==> src/rtl/tdm_defs.vh <==
// rtl/tdm_defs.vh - TDM link constants shared by transmitter and receiver
`ifndef TDM_DEFS_VH
`define TDM_DEFS_VH
`define TDM_CHANNELS  4
`define TDM_WIDTH     8
`define TDM_SLOT_W    2
// Frame sync is flagged on the line word carrying this slot index.
`define TDM_SYNC_SLOT 0
`endif

==> src/rtl/tdm_mux_tx_pkg.sv <==
// rtl/tdm_mux_tx_pkg.sv - parameters and helpers for the TDM transmitter
`include "tdm_defs.vh"

package tdm_mux_tx_pkg;

  localparam int TDM_CHANNELS_P = `TDM_CHANNELS;
  localparam int TDM_WIDTH_P    = `TDM_WIDTH;
  localparam int TDM_SLOT_W_P   = `TDM_SLOT_W;
  localparam int TDM_SYNC_SLOT  = `TDM_SYNC_SLOT;

  function automatic logic is_sync_slot(input int unsigned slot);
    return slot == TDM_SYNC_SLOT;
  endfunction

endpackage

==> src/rtl/tdm_slot_buffer.sv <==
// rtl/tdm_slot_buffer.sv - one-entry holding register for a single TDM channel
module tdm_slot_buffer #(
  parameter int WIDTH = 8
) (
  input  logic             clk,
  input  logic             rst,
  input  logic             wr,
  input  logic [WIDTH-1:0] wdata,
  input  logic             rd,
  output logic             full,
  output logic [WIDTH-1:0] rdata
);

  logic             full_q, full_d;
  logic [WIDTH-1:0] data_q, data_d;

  // The owner only writes when empty and only reads when full, so wr and rd never collide.
  always_comb begin
    full_d = full_q;
    data_d = data_q;
    if (rd) begin
      full_d = 1'b0;
    end
    if (wr) begin
      full_d = 1'b1;
      data_d = wdata;
    end
  end

  always_ff @(posedge clk) begin
    if (rst) begin
      full_q <= 1'b0;
      data_q <= '0;
    end else begin
      full_q <= full_d;
      data_q <= data_d;
    end
  end

  assign full  = full_q;
  assign rdata = data_q;

endmodule

==> src/rtl/tdm_mux_tx.sv <==
// rtl/tdm_mux_tx.sv - merges CHANNELS valid/ready streams onto one slotted TDM line
import tdm_mux_tx_pkg::*;

module tdm_mux_tx #(
  parameter int WIDTH    = TDM_WIDTH_P,
  parameter int CHANNELS = TDM_CHANNELS_P,
  parameter int SLOT_W   = TDM_SLOT_W_P
) (
  input  logic                      clk,
  input  logic                      rst,
  input  logic                      en,
  input  logic [CHANNELS*WIDTH-1:0] ch_data,
  input  logic [CHANNELS-1:0]       ch_valid,
  output logic [CHANNELS-1:0]       ch_ready,
  output logic [WIDTH-1:0]          line_data,
  output logic                      line_valid,
  output logic                      line_sync,
  output logic [SLOT_W-1:0]         line_slot
);

  logic [SLOT_W-1:0] cnt_q, cnt_d;
  logic [SLOT_W-1:0] slot_q, slot_d;
  logic [WIDTH-1:0]  data_q, data_d;
  logic              valid_q, valid_d;
  logic              sync_q, sync_d;

  logic [CHANNELS-1:0] full;
  logic [CHANNELS-1:0] wr;
  logic [CHANNELS-1:0] rd;
  logic [WIDTH-1:0]    rdata [CHANNELS];

  assign ch_ready = ~full;
  assign wr       = ch_valid & ch_ready;

  for (genvar g = 0; g < CHANNELS; g++) begin : g_ch
    // Drain only a full buffer so the read strobe can never overlap an accept.
    assign rd[g] = en && (cnt_q == SLOT_W'(g)) && full[g];

    tdm_slot_buffer #(.WIDTH(WIDTH)) u_buf (
      .clk   (clk),
      .rst   (rst),
      .wr    (wr[g]),
      .wdata (ch_data[g*WIDTH +: WIDTH]),
      .rd    (rd[g]),
      .full  (full[g]),
      .rdata (rdata[g])
    );
  end

  always_comb begin
    cnt_d   = cnt_q;
    slot_d  = slot_q;
    valid_d = 1'b0;
    sync_d  = 1'b0;
    data_d  = '0;
    if (en) begin
      cnt_d   = cnt_q + 1'b1;
      slot_d  = cnt_q;
      sync_d  = is_sync_slot(32'(cnt_q));
      valid_d = full[cnt_q];
      data_d  = full[cnt_q] ? rdata[cnt_q] : '0;
    end
  end

  always_ff @(posedge clk) begin
    if (rst) begin
      cnt_q   <= '0;
      slot_q  <= '0;
      valid_q <= 1'b0;
      sync_q  <= 1'b0;
      data_q  <= '0;
    end else begin
      cnt_q   <= cnt_d;
      slot_q  <= slot_d;
      valid_q <= valid_d;
      sync_q  <= sync_d;
      data_q  <= data_d;
    end
  end

  assign line_data  = data_q;
  assign line_valid = valid_q;
  assign line_sync  = sync_q;
  assign line_slot  = slot_q;

endmodule

==> config.mk <==
export PLATFORM = sky130hd
export DESIGN_NAME = tdm_mux_tx
export DESIGN_NICKNAME = d
export VERILOG_FILES = /design/src/rtl/tdm_mux_tx_pkg.sv /design/src/rtl/tdm_slot_buffer.sv /design/src/rtl/tdm_mux_tx.sv
export VERILOG_INCLUDE_DIRS = /design/src /design/src/rtl
export SDC_FILE = /design/constraint.sdc
export NUM_CORES = 1
export LEC_CHECK = 0
export ABC_AREA = 0
export ABC_CLOCK_PERIOD_IN_PS = 1600
export CAP_MARGIN = 20
export CORE_UTILIZATION = 47
export DETAILED_ROUTE_END_ITERATION = 7
export PLACE_DENSITY_LB_ADDON = 0.2
export SLEW_MARGIN = 20
export SYNTH_ARGS = -nofsm -noshare
export SYNTH_HDL_FRONTEND = slang
export SYNTH_SLANG_ARGS = --single-unit
==> constraint.sdc <==
create_clock -name clk -period 1.6 [get_ports clk]
set_input_delay 0.16 -clock clk [delete_from_list [all_inputs] [get_ports clk]]
set_output_delay 0.16 -clock clk [all_outputs]
set_load 0.02 [all_outputs]
Yosys cells after proc, flatten, opt, wreduce, memory -nomap -nowiden
Index checks and enable logic that the tools add are counted.

storage, ports and cells
  bits in writable memories = 0
  ROM bits = 0
  output and inout port bits = 16
  bits in latches = 0
  bits in registers = 50
  memories = 0
  input port bits = 39

operators by class
  shifts and indexed selects = 0
  multipliers = 0
  add/subtract/negate cells = 1
  eq/ne operators = 3
  bitwise gates (word level) = 5
  multiplexer cells = 13
  magnitude comparators = 2
  reduce and logical (&&, ||, !) cells = 15
  divide/modulo/power cells = 0

operators by type and width
  operator               number
  $bmux W8 S2            1
  $mux W8                2
  $mux W1                9
  $logic_and A1 B1 Y1    8
  $reduce_bool A2 Y1     4
  $and A4 B4 Y4          1
  $eq A2 B2 Y1 const B   2
  $not A4 Y4             1
  $ge A3 B3 Y1 const B   1
  $lt A2 B3 Y1 const B   1
  $not A2 Y3             1
  $reduce_or A3 Y1       1
  $add A2 B1 Y2 const B  1
  $bmux W1 S2            1
  $eq A2 B1 Y1 const B   1
  $logic_not A2 Y1       1
  $not A1 Y1             2
  $reduce_or A2 Y1       1

Longest topological paths before layout
Gate-level depths: netlist (run 1).

  depth in word-level cells = 5
  mapped depth = 6

Modules after synthesis
From an unflattened synthesis (run 1), not the netlist that was laid out.

unflattened totals
  cell total of the unflattened synthesis = 186
  area total of the unflattened synthesis = 2077.0 µm²

by module, submodules not included
  module           cells an instance  seq. area each (µm²)  area each (µm²)  times used
  tdm_slot_buffer  30                 180.2                 321.6            4
  tdm_mux_tx       66                 280.3                 790.8            1

Least setup slack after synthesis (run 1)
OpenSTA, ideal clock, no wires.

  kind = register to register
  from = register cnt_q[0]
  to = register data_q[4], in the netlist line_data[4]
  data arrival time = 1206 ps
  required time = 1472 ps
  cell stages (with the launch flop) = 4
  path slack = 266 ps
  setup time = 128 ps
  path buffers = 1
  cells stage by stage = dfxtp_1 > buf_6 > mux4_2 > nor2b_1

between the ends
  cells in the longest elaborated chain, start to end = 4
  elaborated cells between the ends (all ways) = 8
  those cells by class = mux: 5; bitwise: 2; reduce/logical: 1

RTL lines
  element                                                              line              text
  start: declaration                                                   tdm_mux_tx.sv:21  logic [SLOT_W-1:0] cnt_q, cnt_d;
  start signal: assignment                                             tdm_mux_tx.sv:73  cnt_q <= cnt_d;
  $bmux W1 S2 / $not A2 Y3 (equally long branches)                     tdm_mux_tx.sv:61  data_d = full[cnt_q] ? rdata[cnt_q] : '0;
  $mux W1 (not written as such) / $bmux W8 S2 (equally long branches)  tdm_mux_tx.sv:61
  $not A1 Y1 (no line) / $mux W8 (equally long branches)               n/a
  $reduce_or A3 Y1 (no line) / $mux W8 (equally long branches)         n/a
  end signal: assignment                                               tdm_mux_tx.sv:77  data_q <= data_d;
  end: declaration                                                     tdm_mux_tx.sv:23  logic [WIDTH-1:0] data_q, data_d;

Several ways; a longest one is shown, not always the timed one. The select of a mux whose other input is x is not followed.
A chain may end at the register's enable or synchronous reset.

Worst setup path in the final report (run 1)
  from = register cnt_q[0]
  to = register data_q[6], in the netlist line_data[6]

The elaborated chain is that of the path after synthesis.

==> flow_metrics.env, run 1 <==
export IMPL_outcome="completed"
export IMPL_grt_antenna_before_repair=0
export IMPL_ys_warn_count=0
export IMPL_fin_tns_setup_ns=0
export IMPL_crit_family="flip-flops"
export IMPL_globalplace_congestion=0.7964
export IMPL_syn_area_per_cell_um2=9.005
export IMPL_timing_final_crit_share_pct=93.18
export IMPL_syn_inst=223
export IMPL_dp_slack_ns=0.1020
export IMPL_drv_slew=0
export IMPL_synthesis_area_um2=2008
export IMPL_cap_violations=0
export IMPL_drt_wl_total_um=4521
export IMPL_nNetsFinal=322
export IMPL_clock_tree_buffer_depth=2
export IMPL_skew_ns=0.002778
export IMPL_antennaDiodeCount=0
export IMPL_holdPathStages=3
export IMPL_use_met1_pct=29.10
export IMPL_cts_tree="done"
export IMPL_io_buffers=54
export IMPL_busiest_layer="met2"
export IMPL_synth_cell_type_count=19
export IMPL_core_um2=4058
export IMPL_ant_nets=0
export IMPL_die_y_um=67.37
export IMPL_grt_overflow=0
export IMPL_drive_above_1_share_pct=8.571
export IMPL_fill_cells=341
export IMPL_crit_chain="buf_4 > mux4_2 > nor2b_1"
export IMPL_track_usage_pct=22.48
export IMPL_r2r_cells=3
export IMPL_grt_setup_unrepaired="false"
export IMPL_syn_num_nets=266
export IMPL_seq_area_frac_synth_pct=49.84
export IMPL_htree_levels=2
export IMPL_ys_ff_latch=50
export IMPL_clk_latency_ns=0.30
export IMPL_holdPathEnd="g_ch[3].u_buf.rdata[2]"
export IMPL_setup_viol=0
export IMPL_slew_headroom_pct=75.28
export IMPL_clock_root_buffer="clkbuf_8"
export IMPL_hp_class="primary input to register"
export IMPL_setup_ws_ns=0.1092
export IMPL_hp_start="ch_data[26]"
export IMPL_fp_dieArea_um2=4538
export IMPL_wl_per_cell_um=13.70
export IMPL_grt_pass1_wl_um=7113
export IMPL_dieWidth_um=67.37
export IMPL_vias=1631
export IMPL_min_period_ns=1.491
export IMPL_cp_arrival_ns=1.68
export IMPL_areaGrowthSynthToFinish_pct=36.39
export IMPL_num_rows=23
export IMPL_crit_path_end_kind="register"
export IMPL_hpwl_um=3327
export IMPL_cp_buffers_inverters=1
export IMPL_r2r_slack_ns=0.11
export IMPL_reg2reg_from="cnt_q[0]"
export IMPL_crit_type="register to register"
export IMPL_p_per_area_nw_per_um2=980.9
export IMPL_final_common_cell="nand2_1"
export IMPL_crit_fanout=8
export IMPL_use_met2_pct=35.50
export IMPL_dr_pass1_iters=4
export IMPL_grt_pass1_vias=1471
export IMPL_ir_drop_mv=0.6397
export IMPL_clkTransAtPathRegs_ns=0.09
export IMPL_hold_viol=0
export IMPL_worst_pin_slew_ns=0.3708
export IMPL_max_freq_ghz=0.6708
export IMPL_io_pins=55
export IMPL_initial_core_util_pct=49.49
export IMPL_slowest_delay_ns=0.51
export IMPL_grt_max_degree=22
export IMPL_p_leak_nw=1.069
export IMPL_cp_start_kind="register"
export IMPL_whs_ns=0.3951
export IMPL_drc=0
export IMPL_reg2reg_to="line_data[6]"
export IMPL_layout_common_cells="68 x nand2_1, 54 x clkdlybuf4s50_1, 50 x dfxtp_1, 36 x a21oi_1, 12 x nor2b_1"
export IMPL_drt_initial_drc_count=82
export IMPL_crit_slowest_cell="dfxtp_1"
export IMPL_cp_data_required_time_ns=1.79
export IMPL_cts_sinks=50
export IMPL_vias_per_cell=4.942
export IMPL_cts_made_buffers=5
export IMPL_met3_usage_pct=6.081
## synthesized netlist by cell type
cell / number / area share [%]
buf_2: 1 / 0.25
buf_6: 2 / 1.1
clkbuf_1: 13 / 2.4
nor2_1: 9 / 1.7
mux4_1: 4 / 5.2
a21oi_1: 36 / 9.0
inv_1: 7 / 1.3
xnor2_1: 1 / 0.44
nor3b_1: 1 / 0.37
a2bb2oi_2: 1 / 0.75
nand2_1: 68 / 13
mux2_2: 1 / 0.56
nand3b_1: 1 / 0.37
ha_1: 4 / 2.5
nor2b_1: 12 / 3.7
dfxtp_1: 50 / 50
mux2i_1: 4 / 2.0
mux4_2: 4 / 4.5
nand2b_1: 4 / 1.2
## cell families after synthesis
group,share of synthesized area (%)
AO/OA/AOI/OAI,9.719
XOR/XNOR,0.4362
adder cells (fa/ha/maj),2.492
AND/OR/NAND/NOR,20.12
flip-flops,49.84
buffers and inverters,5.109
multiplexers,12.27
## where the power goes
group | internal, mW | total, mW | switching, mW
clock | 0.466 | 0.873 | 0.407
sequential | 1.32 | 1.37 | 0.0526
combinational | 0.247 | 0.445 | 0.198
total | 2.03 | 2.69 | 0.658
## worst register-to-register path: cells and delay by family (launching register included)
family,cells,cell delay (ns)
muxes,1,0.50
and+or+nand+nor,1,0.14
buffers and inverters,1,0.23
DFF,1,0.51
## sequential cells by signal (all words and copies together), names as in the netlist
register,count
g_ch.u_buf.rdata,32
line_data,8
g_ch.u_buf.full,4
cnt_q,2
line_slot,2
line_sync,1
line_valid,1
## area by class of cell
type	instances	area, µm²	share of cell area [%]
Sequential cell	50	1001	36.55
Multi-Input combinational cell	150	915.9	33.44
Timing Repair Buffer	65	623.1	22.75
Clock buffer	6	72.57	2.650
Tap cell	50	62.56	2.284
Clock inverter	2	37.54	1.370
Inverter	7	26.28	0.9593
## layer usage
| layer | up-vias | share of wire [%] |
|---|---|---|
| met5 | - | 0 |
| met3 | 9 | 5.8 |
| met2 | 51 | 47 |
| li1 | 838 | - |
| met4 | 0 | 1.6 |
| met1 | 733 | 45 |
## repair_timing
item	CTS	global route
gates resized for setup	0	1
hold buffers	0	0
setup buffers	0	0
setup endpoints to repair	0	8
## worst max-delay path by stage
stage | startpoint | endpoint | slack (ns) | depth (start not counted)
after floorplan | cnt_q[0] | line_data[4] | 0.27 | 3
after global placement | cnt_q[0] | line_data[5] | 0.15 | 3
after detailed placement | cnt_q[0] | line_data[2] | 0.10 | 3
after CTS | cnt_q[0] | line_data[2] | 0.06 | 3
after global routing | cnt_q[0] | line_data[6] | 0.04 | 3
final | cnt_q[0] | line_data[6] | 0.11 | 3
## stage by stage
| step | cells | util [%] | instance area (µm²) | total power, mW |
|---|---|---|---|---|
| 2_1_floorplan | 223 | - | 2008 | 1.631 |
| 3_3_place_gp | 322 | 64.51 | 2618 | 1.824 |
| 3_5_place_dp | 322 | 64.51 | 2618 | 1.836 |
| 4_1_cts | 330 | 67.22 | 2728 | 2.700 |
| 5_1_grt | 330 | 67.50 | 2739 | 2.817 |
| 6_report | 330 | 67.50 | 2739 | 2.687 |
Note: power is estimated with default switching activity, not from simulation.
==> run 2, diff against run 1 <==
--- a/config.mk
+++ b/config.mk
@@ -9,6 +9,7 @@
 export ABC_AREA = 0
 export ABC_CLOCK_PERIOD_IN_PS = 1600
 export CAP_MARGIN = 20
+export CORE_MARGIN = 2
 export CORE_UTILIZATION = 47
 export DETAILED_ROUTE_END_ITERATION = 7
 export PLACE_DENSITY_LB_ADDON = 0.2
==> run 2 against run 1 <==
  * Fmax shrank 0.19%
  * Via count is 1.2% higher
  * Die area is 6.0% higher
  * Total power is 4.6% lower
  * Sequential power hardly changed
  * Clock power fell by 14%
  * Hold slack got worse by 0.011 ns
  * Combinational power is essentially flat
  * Utilization is 0.49 points lower
  * Setup slack got worse by 0.0029 ns
  * Clock skew increased by 0.0049 ns
  * Largest cell class unchanged
==> flow_metrics.env, run 2 (synthesized netlist as in run 1, its figures left out) <==
export IMPL_vias=1651
export IMPL_grt_max_degree=32
export IMPL_hold_viol=0
export IMPL_dieWidth_um=69.37
export IMPL_holdPathEnd="g_ch[3].u_buf.rdata[5]"
export IMPL_io_pins=55
export IMPL_slowest_delay_ns=0.59
export IMPL_num_rows=23
export IMPL_crit_family="buffers and inverters"
export IMPL_areaGrowthSynthToFinish_pct=35.39
export IMPL_reg2reg_to="line_data[7]"
export IMPL_power_mw=2.563
export IMPL_vias_per_cell=4.988
export IMPL_p_per_area_nw_per_um2=942.7
export IMPL_cp_arrival_ns=1.33
export IMPL_drt_initial_drc_count=104
export IMPL_ctsResizeCount=0
export IMPL_initial_core_util_pct=49.49
export IMPL_timing_final_crit_share_pct=93.35
export IMPL_io_buffers=54
export IMPL_drt_wl_total_um=4488
export IMPL_clk_latency_ns=0.31
export IMPL_r2r_cells=3
export IMPL_final_common_cell="nand2_1"
export IMPL_cp_data_required_time_ns=1.44
export IMPL_htree_levels=2
export IMPL_track_usage_pct=19.90
export IMPL_max_freq_ghz=0.6695
export IMPL_busiest_layer="met2"
export IMPL_grt_antenna_before_repair=0
export IMPL_cts_tree="done"
export IMPL_antennaDiodeCount=0
export IMPL_clock_root_buffer="clkbuf_8"
export IMPL_cts_setup_buffers=0
export IMPL_reg2reg_from="cnt_q[0]"
export IMPL_setup_viol=0
export IMPL_crit_type="register to output port"
export IMPL_postCtsHoldBufs=0
export IMPL_hpwl_um=3355
export IMPL_drc=0
export IMPL_clkTransAtPathRegs_ns=0.10
export IMPL_dr_pass1_iters=4
export IMPL_drv_slew=0
export IMPL_grt_pass1_wl_um=7383
export IMPL_largest_reg_flops=32
export IMPL_min_period_ns=1.494
export IMPL_use_met1_pct=24.65
export IMPL_drive_above_1_share_pct=9.253
export IMPL_outcome="completed"
export IMPL_fp_dieArea_um2=4812
export IMPL_die_y_um=69.37
export IMPL_p_leak_nw=1.064
export IMPL_layout_common_cells="68 x nand2_1, 54 x clkdlybuf4s50_1, 50 x dfxtp_1, 36 x a21oi_1"
export IMPL_slew_headroom_pct=71.63
export IMPL_ir_drop_mv=0.5484
export IMPL_fin_tns_setup_ns=0
export IMPL_hp_start="ch_data[29]"
export IMPL_crit_path_end_kind="output port"
export IMPL_cts_made_buffers=5
export IMPL_use_met2_pct=33.44
export IMPL_wl_per_cell_um=13.56
export IMPL_met3_usage_pct=4.942
export IMPL_cp_start_kind="register"
export IMPL_crit_slowest_cell="clkdlybuf4s50_1"
export IMPL_worst_pin_slew_ns=0.4251
export IMPL_clock_tree_buffer_depth=2
export IMPL_cp_buffers_inverters=2
export IMPL_grt_setup_unrepaired="false"
export IMPL_crit_chain="inv_1 > clkdlybuf4s50_1"
export IMPL_hp_class="primary input to register"
export IMPL_holdPathStages=3
export IMPL_skew_ns=0.007707
export IMPL_nNetsFinal=323
export IMPL_core_um2=4058
export IMPL_r2r_slack_ns=0.21
export IMPL_crit_fanout=5
export IMPL_grt_overflow=0
export IMPL_cap_violations=0
export IMPL_globalplace_congestion=0.7987
export IMPL_cts_sinks=50
export IMPL_ant_nets=0
export IMPL_grt_pass1_vias=1553
run 2: layer usage:
layer | part of all wire, % | up-vias
met1 | 43 | 758
met2 | 49 | 47
met3 | 6.4 | 9
met4 | 1.6 | 0
li1 | - | 837
met5 | 0 | -
run 2: area by class of cell:
type                            count  area [µm²]
Clock inverter                      3       25.02
Fill cell                         347        1339
Timing Repair Buffer               66       630.6
Inverter                            7       26.28
Clock buffer                        5       68.82
Multi-Input combinational cell    150       904.6
Tap cell                           50       62.56
Sequential cell                    50        1001
run 2: metrics by stage:
step | cell area, µm² | worst slack, ns | instances | hold WS (ns) | utilization, %
final | 2719 | 0.1063 | 331 | 0.3837 | 67.01
after global routing | 2719 | 0.06144 | 331 | 0.3954 | 67.01
after CTS | 2719 | 0.09637 | 331 | 0.3785 | 67.01
after detailed placement | 2625 | 0.1656 | 323 | 0.4447 | 64.69
after global placement | 2625 | 0.2000 | 323 | 0.4385 | 64.69
after floorplan | 2008 | 0.2662 | 223 | 0.2960 | -
run 2: power breakdown:
| part | internal (mW) | switching, mW |
|---|---|---|
| clock | 0.316 | 0.439 |
| sequential | 1.32 | 0.0461 |
| combinational | 0.246 | 0.200 |
run 2: worst min-delay path, stage by stage:
cell             delay [ns]
clkdlybuf4s50_1        0.39
nand2_1                0.05
a21oi_1                0.05
run 2: worst max-delay path by stage:
stage / from / endpoint / slack, ns / cells past startpoint
floorplan: cnt_q[0] / line_data[4] / 0.27 / 3
global placement: rst / line_data[7] / 0.20 / 4
detailed placement: rst / line_data[4] / 0.17 / 4
CTS: g_ch[1].u_buf.full / ch_ready[1] / 0.1 / 2
global route: g_ch[3].u_buf.full / ch_ready[3] / 0.06 / 2
finish: g_ch[1].u_buf.full / ch_ready[1] / 0.11 / 2
==> run 3, diff against run 2 <==
--- a/config.mk
+++ b/config.mk
@@ -8,7 +8,6 @@
 export LEC_CHECK = 0
 export ABC_AREA = 0
 export ABC_CLOCK_PERIOD_IN_PS = 1600
-export CAP_MARGIN = 20
 export CORE_MARGIN = 2
 export CORE_UTILIZATION = 47
 export DETAILED_ROUTE_END_ITERATION = 7
==> results of run 3 <==
Final layout, timing and power as in run 2 (identical DEF).
